## config.mk

```make
export PLATFORM = sky130hd
export DESIGN_NAME = gray_rx_monitor
export DESIGN_NICKNAME = d
export VERILOG_FILES = /design/src/rtl/gray_rx_monitor.sv
export SDC_FILE = /design/constraint.sdc
export NUM_CORES = 1
export LEC_CHECK = 0
export CORE_MARGIN = 4
export CORE_UTILIZATION = 42
export DETAILED_ROUTE_END_ITERATION = 10
export HOLD_SLACK_MARGIN = 0.08
export PLACE_DENSITY = 0.73
export SYNTH_ARGS = -nofsm -noshare
export SYNTH_HDL_FRONTEND = slang
export SYNTH_SLANG_ARGS = --single-unit
```

## constraint.sdc

```tcl
create_clock -name Clk -period 2.6 [get_ports Clk]
set_input_delay 0.26 -clock Clk [delete_from_list [all_inputs] [get_ports Clk]]
set_output_delay 0.26 -clock Clk [all_outputs]
set_load 0.005 [all_outputs]
```

## src/rtl/gray_rx_monitor.sv

```systemverilog
// Gray-code receive monitor: decodes a Gray count stream and checks that
// each accepted sample is a legal single step from the previous one.
//
// Ports: Clk, Reset (sync, active-low), Clear, Valid, Gray[WIDTH]
//        -> Binary[WIDTH], Step, Down, Wrap, WrapCount[WRAP_W],
//           Locked, Error. All outputs are registered.
// Optional: define GRAY_BIDIR_EN to accept -1 steps as legal down steps.
module gray_rx_monitor #(
  parameter int WIDTH  = 3,
  parameter int WRAP_W = 8
) (
  input  logic              Clk,
  input  logic              Reset,
  input  logic              Clear,
  input  logic              Valid,
  input  logic [WIDTH-1:0]  Gray,
  output logic [WIDTH-1:0]  Binary,
  output logic              Step,
  output logic              Down,
  output logic              Wrap,
  output logic [WRAP_W-1:0] WrapCount,
  output logic              Locked,
  output logic              Error
);

  typedef enum logic [1:0] {
    IDLE,
    TRACK,
    FAULT
  } state_t;

  localparam logic [WIDTH-1:0]  MAXV = '1;
  localparam logic [WIDTH-1:0]  ONE  = WIDTH'(1);
  localparam logic [WRAP_W-1:0] WMAX = '1;

  state_t state, state_n;

  logic [WIDTH-1:0]  dec;
  logic [WIDTH-1:0]  delta;
  logic              is_hold;
  logic              is_up;
  logic              is_dn;
  logic              legal;

  logic [WIDTH-1:0]  bin_n;
  logic              step_n;
  logic              down_n;
  logic              wrap_n;
  logic [WRAP_W-1:0] wcnt_n;
  logic              err_n;

  // b[i] is the XOR of all Gray bits at or above i.
  always_comb begin
    dec = '0;
    for (int i = 0; i < WIDTH; i++)
      dec[i] = ^(Gray >> i);
  end

  assign delta   = dec - Binary;
  assign is_hold = (delta == '0);
  assign is_up   = (delta == ONE);
`ifdef GRAY_BIDIR_EN
  assign is_dn   = (delta == MAXV);
`else
  assign is_dn   = 1'b0;
`endif
  assign legal   = is_hold | is_up | is_dn;

  always_ff @(posedge Clk) begin
    if (!Reset) begin
      state     <= IDLE;
      Binary    <= '0;
      Step      <= 1'b0;
      Down      <= 1'b0;
      Wrap      <= 1'b0;
      WrapCount <= '0;
      Error     <= 1'b0;
    end else begin
      state     <= state_n;
      Binary    <= bin_n;
      Step      <= step_n;
      Down      <= down_n;
      Wrap      <= wrap_n;
      WrapCount <= wcnt_n;
      Error     <= err_n;
    end
  end

  always_comb begin
    state_n = state;
    if (Clear) begin
      state_n = IDLE;
    end else if (Valid) begin
      case (state)
        IDLE:    state_n = TRACK;
        TRACK:   if (!legal) state_n = FAULT;
        default: state_n = state;
      endcase
    end
  end

  always_comb begin
    bin_n  = Binary;
    step_n = 1'b0;
    down_n = 1'b0;
    wrap_n = 1'b0;
    wcnt_n = WrapCount;
    err_n  = Error;
    if (Clear) begin
      err_n = 1'b0;
    end else if (Valid && state == IDLE) begin
      bin_n = dec;
    end else if (Valid && state == TRACK) begin
      unique case (1'b1)
        is_hold: ;
        is_up: begin
          bin_n  = dec;
          step_n = 1'b1;
          // +1 from the top code can only land on zero.
          if (Binary == MAXV) begin
            wrap_n = 1'b1;
            if (WrapCount != WMAX)
              wcnt_n = WrapCount + 1'b1;
          end
        end
        is_dn: begin
          bin_n  = dec;
          step_n = 1'b1;
          down_n = 1'b1;
          if (Binary == '0) begin
            wrap_n = 1'b1;
            if (WrapCount != '0)
              wcnt_n = WrapCount - 1'b1;
          end
        end
        default: err_n = 1'b1;
      endcase
    end
  end

  assign Locked = (state == TRACK);

endmodule

```

==> impl_metrics.toml <==
[synth]
ys_ff_latch = 16
synthFlopType = "dfxtp_1"
syn-num-nets = 108
yosysSeqAreaShare_pct = 35.56
synth_area_sq_um = 900.9
ys_warn_count = 0
syn_inst = 98
synth_area_per_cell_sq_um = 9.192
synth_cell_type_count = 39
async_reset_ff_share_pct = 0
synth-edff-count = 0

[final_layout]
n_fill_cell = 172
drive_above_1_share_pct = 20.61
utilization_pct = 63.31
regArea_sq_um = 320.3
nets = 142
n_antenna_cell = 0
multi_input_area_sq_um = 568.0
area_growth_pct = 40.69

[floorplan]
start_util_pct = 45.00
rows = 16
core_sq_mm = 0.002002
dieHeight_um = 54.32
die_area_sq_mm = 0.002950
die_x_um = 54.32
num_io_pins = 23

[cts]
clock_path_buffers = 2
cts_buffers = 3
clk_pin_slew_ns = 0.10
ctsHtreeMaxLevel = 1
root_buffer = "clkbuf_4"
cts_tree = "yes"
insertion_delay_ns = 0.29
clock-sinks = 16

[setup_path]
crit_path_end_kind = "flip-flop"
crit_type = "input pin to flip-flop"
r2r-start = "Binary[0]$_SDFFE_PN0P_"
cp_max_fo = 5
cp-startpoint = "Gray[1]"
required_ns = 2.82
startpoint_type = "input pin"
arrival_ns = 2.68

[sta]
fin_setup_tns_ns = 0
fin_crit_sh_pct = 94.48
max_freq_ghz = 0.4071
rsz0062_at_grt = "false"
hold_viol = 0
fin_crit_ns = 2.456
final.setup_skew_ns = 0.006824
finalMaxSlewViolations = 0
setup_viol = 0

[power_and_ir_drop]
sw_frac_of_total_pct = 26.21
p_per_area_mw_per_mm2 = 416.8
clkPwrFrac_pct = 32.2
vdd_drop_max_mv = 0.2835
cellLeakagePower_nw = 0.4850
p_seq_share_pct = 48.1
p_int_w = 0.0003898
p_sw_w = 0.0001385
comb_power_share_pct = 19.7

[drt]
wl_per_cell_um = 13.37
wirelength_um = 2113
drc = 0
vias = 838
ant_nets = 0
drt_iter0_markers = 15
dr.pass1.iters = 4
avgViaCountPerCell = 5.304

[global_routing]
grtUsageTotal_pct = 16.82
antenna_found_initial = 0
grt_pass1_vias = 813
gr-total-overflow = 0
grt_pass1_wl_um = 3574
grt_start_max_net_pins = 14

[run]
cap_violations = 0

[worst_hold_path]
hold_path.class = "flip-flop to flip-flop"
worstHoldStart = "Error$_SDFFE_PP0P_"

[run_status]
outcome = "finished clean"

[placed_design]
port_buffers = 21
dp_hpwl_um = 1531
gp_congestion = 0.7484
[cell type report]
type                            instances  share of cell area [%]
Multi-Input combinational cell         74                   44.82
Sequential cell                        16                   25.27
Timing Repair Buffer                   32                   22.90
Clock buffer                            4                   2.863
Tap cell                               27                   2.665
Inverter                                5                   1.481
[what timing repair did]
item | 4_1_cts | 5_1_grt
hold buffers | 0 | 0
resized for setup | 5 | 1
endpoints found under the setup margin | 5 | 5
buffers inserted | 2 | 0
pin swaps | 4 | 0
cloned | 1 | 0
[metrics by stage]
step	std cells	setup slack (ns)	instance area (sq um)	total power (W)	hold WS, ns
2_1_floorplan	98	0.05050	908.4	0.0003085	0.3988
3_3_place_gp	151	-0.3589	1186	0.0003552	0.4679
3_5_place_dp	151	-0.4454	1186	0.0003568	0.4684
4_1_cts	158	0.1171	1260	0.0005300	0.4933
5_1_grt	158	0.02205	1267	0.0005567	0.5075
6_report	158	0.1436	1267	0.0005282	0.4873
[synth_stat cells (all sizes together), types with 2 or more instances]
master / n / area, sq um
ha: 2 / 25.02
nor3: 2 / 10.01
dfxtp: 16 / 320.3
o21ai: 2 / 10.01
buf: 3 / 30.03
nand4: 4 / 31.28
nor2: 3 / 11.26
or4: 4 / 30.03
and4: 3 / 31.28
nand2: 11 / 41.29
nand2b: 3 / 18.77
nor2b: 2 / 12.51
xnor2: 2 / 25.03
mux2i: 4 / 40.04
a21oi: 9 / 45.04
o31ai: 5 / 42.54
inv: 5 / 18.77
and2: 2 / 12.51
[per-layer routing]
metal | vias up | wire length, um | part of all wire [%] | global-route usage [%]
met3 | 2 | 86 | 4.1 | 3.270
met5 | - | 0 | 0 | 0
met4 | 0 | 20 | 0.95 | 6.224
met1 | 391 | 907 | 43 | 19.44
li1 | 427 | - | - | -
met2 | 18 | 1099 | 52 | 30.28
[power groups by stage]
stage | Combinational (W) | Sequential (W) | Clock [W]
final | 0.000104 | 0.000254 | 0.000170
after global routing | 0.000114 | 0.000255 | 0.000188
after CTS | 0.000101 | 0.000254 | 0.000175
after detailed placement | 0.0000971 | 0.000260 | 0
after global placement | 0.0000956 | 0.000260 | 0
after floorplan | 0.0000495 | 0.000259 | 0
[critical path, stage by stage]
cell and delay, ns:
dlygate4sd2_1 0.26, xor2_2 0.19, xnor2_2 0.19, ha_2 0.19, inv_1 0.04, fa_1 0.44, and4b_2 0.34, nand4_4 0.12
or4_1 0.49, a21oi_1 0.15
[sequential cells by signal (all words and copies together), names as in the netlist]
name,count
WrapCount,8
state,2
Error,1
Step,1
Binary,3
Wrap,1
[cells in the final DEF, fill, tap and decap left out, types with 2 or more instances in the layout]
| cell | count |
|---|---|
| a21oi_1 | 9 |
| and2_1 | 2 |
| and4_4 | 2 |
| buf_4 | 11 |
| clkbuf_4 | 3 |
| clkdlybuf4s50_1 | 19 |
| dfxtp_1 | 16 |
| dlygate4sd2_1 | 2 |
| inv_1 | 5 |
| mux2i_1 | 4 |
| nand2_1 | 11 |
| nand2b_1 | 3 |
| nand4_1 | 3 |
| nor2_1 | 3 |
| nor2b_1 | 2 |
| nor3_1 | 2 |
| o21ai_0 | 2 |
| o31ai_1 | 4 |
| or4_1 | 4 |
| xnor2_2 | 2 |
[path summary, 6_finish.rpt]
| check | end | slack [ns] | cells after the start |
|---|---|---|---|
| worst max-delay path | WrapCount[5]$_SDFFE_PN0P_ | 0.14 | 10 |
| worst max register to register | WrapCount[5]$_SDFFE_PN0P_ | 0.35 | 7 |
| worst min-delay path | Error$_SDFFE_PP0P_ | 0.49 | 1 |
| worst min register to register | Error$_SDFFE_PP0P_ | 0.49 | 1 |
[cells by family (layout without fill, tap and decap cells)]
logic type	after synthesis	after routing	synth area share, %
AND/OR/NAND/NOR	42	43	28.75
flip-flops	16	16	35.56
buffers and inverters	9	41	5.833
other	1	1	0.4163
XOR/XNOR	4	4	6.251
multiplexers	4	4	4.445
AO/OA/AOI/OAI	19	19	13.75
adder cells (fa/ha/maj)	3	3	5.000
Note: power is estimated with default switching activity, not from simulation.
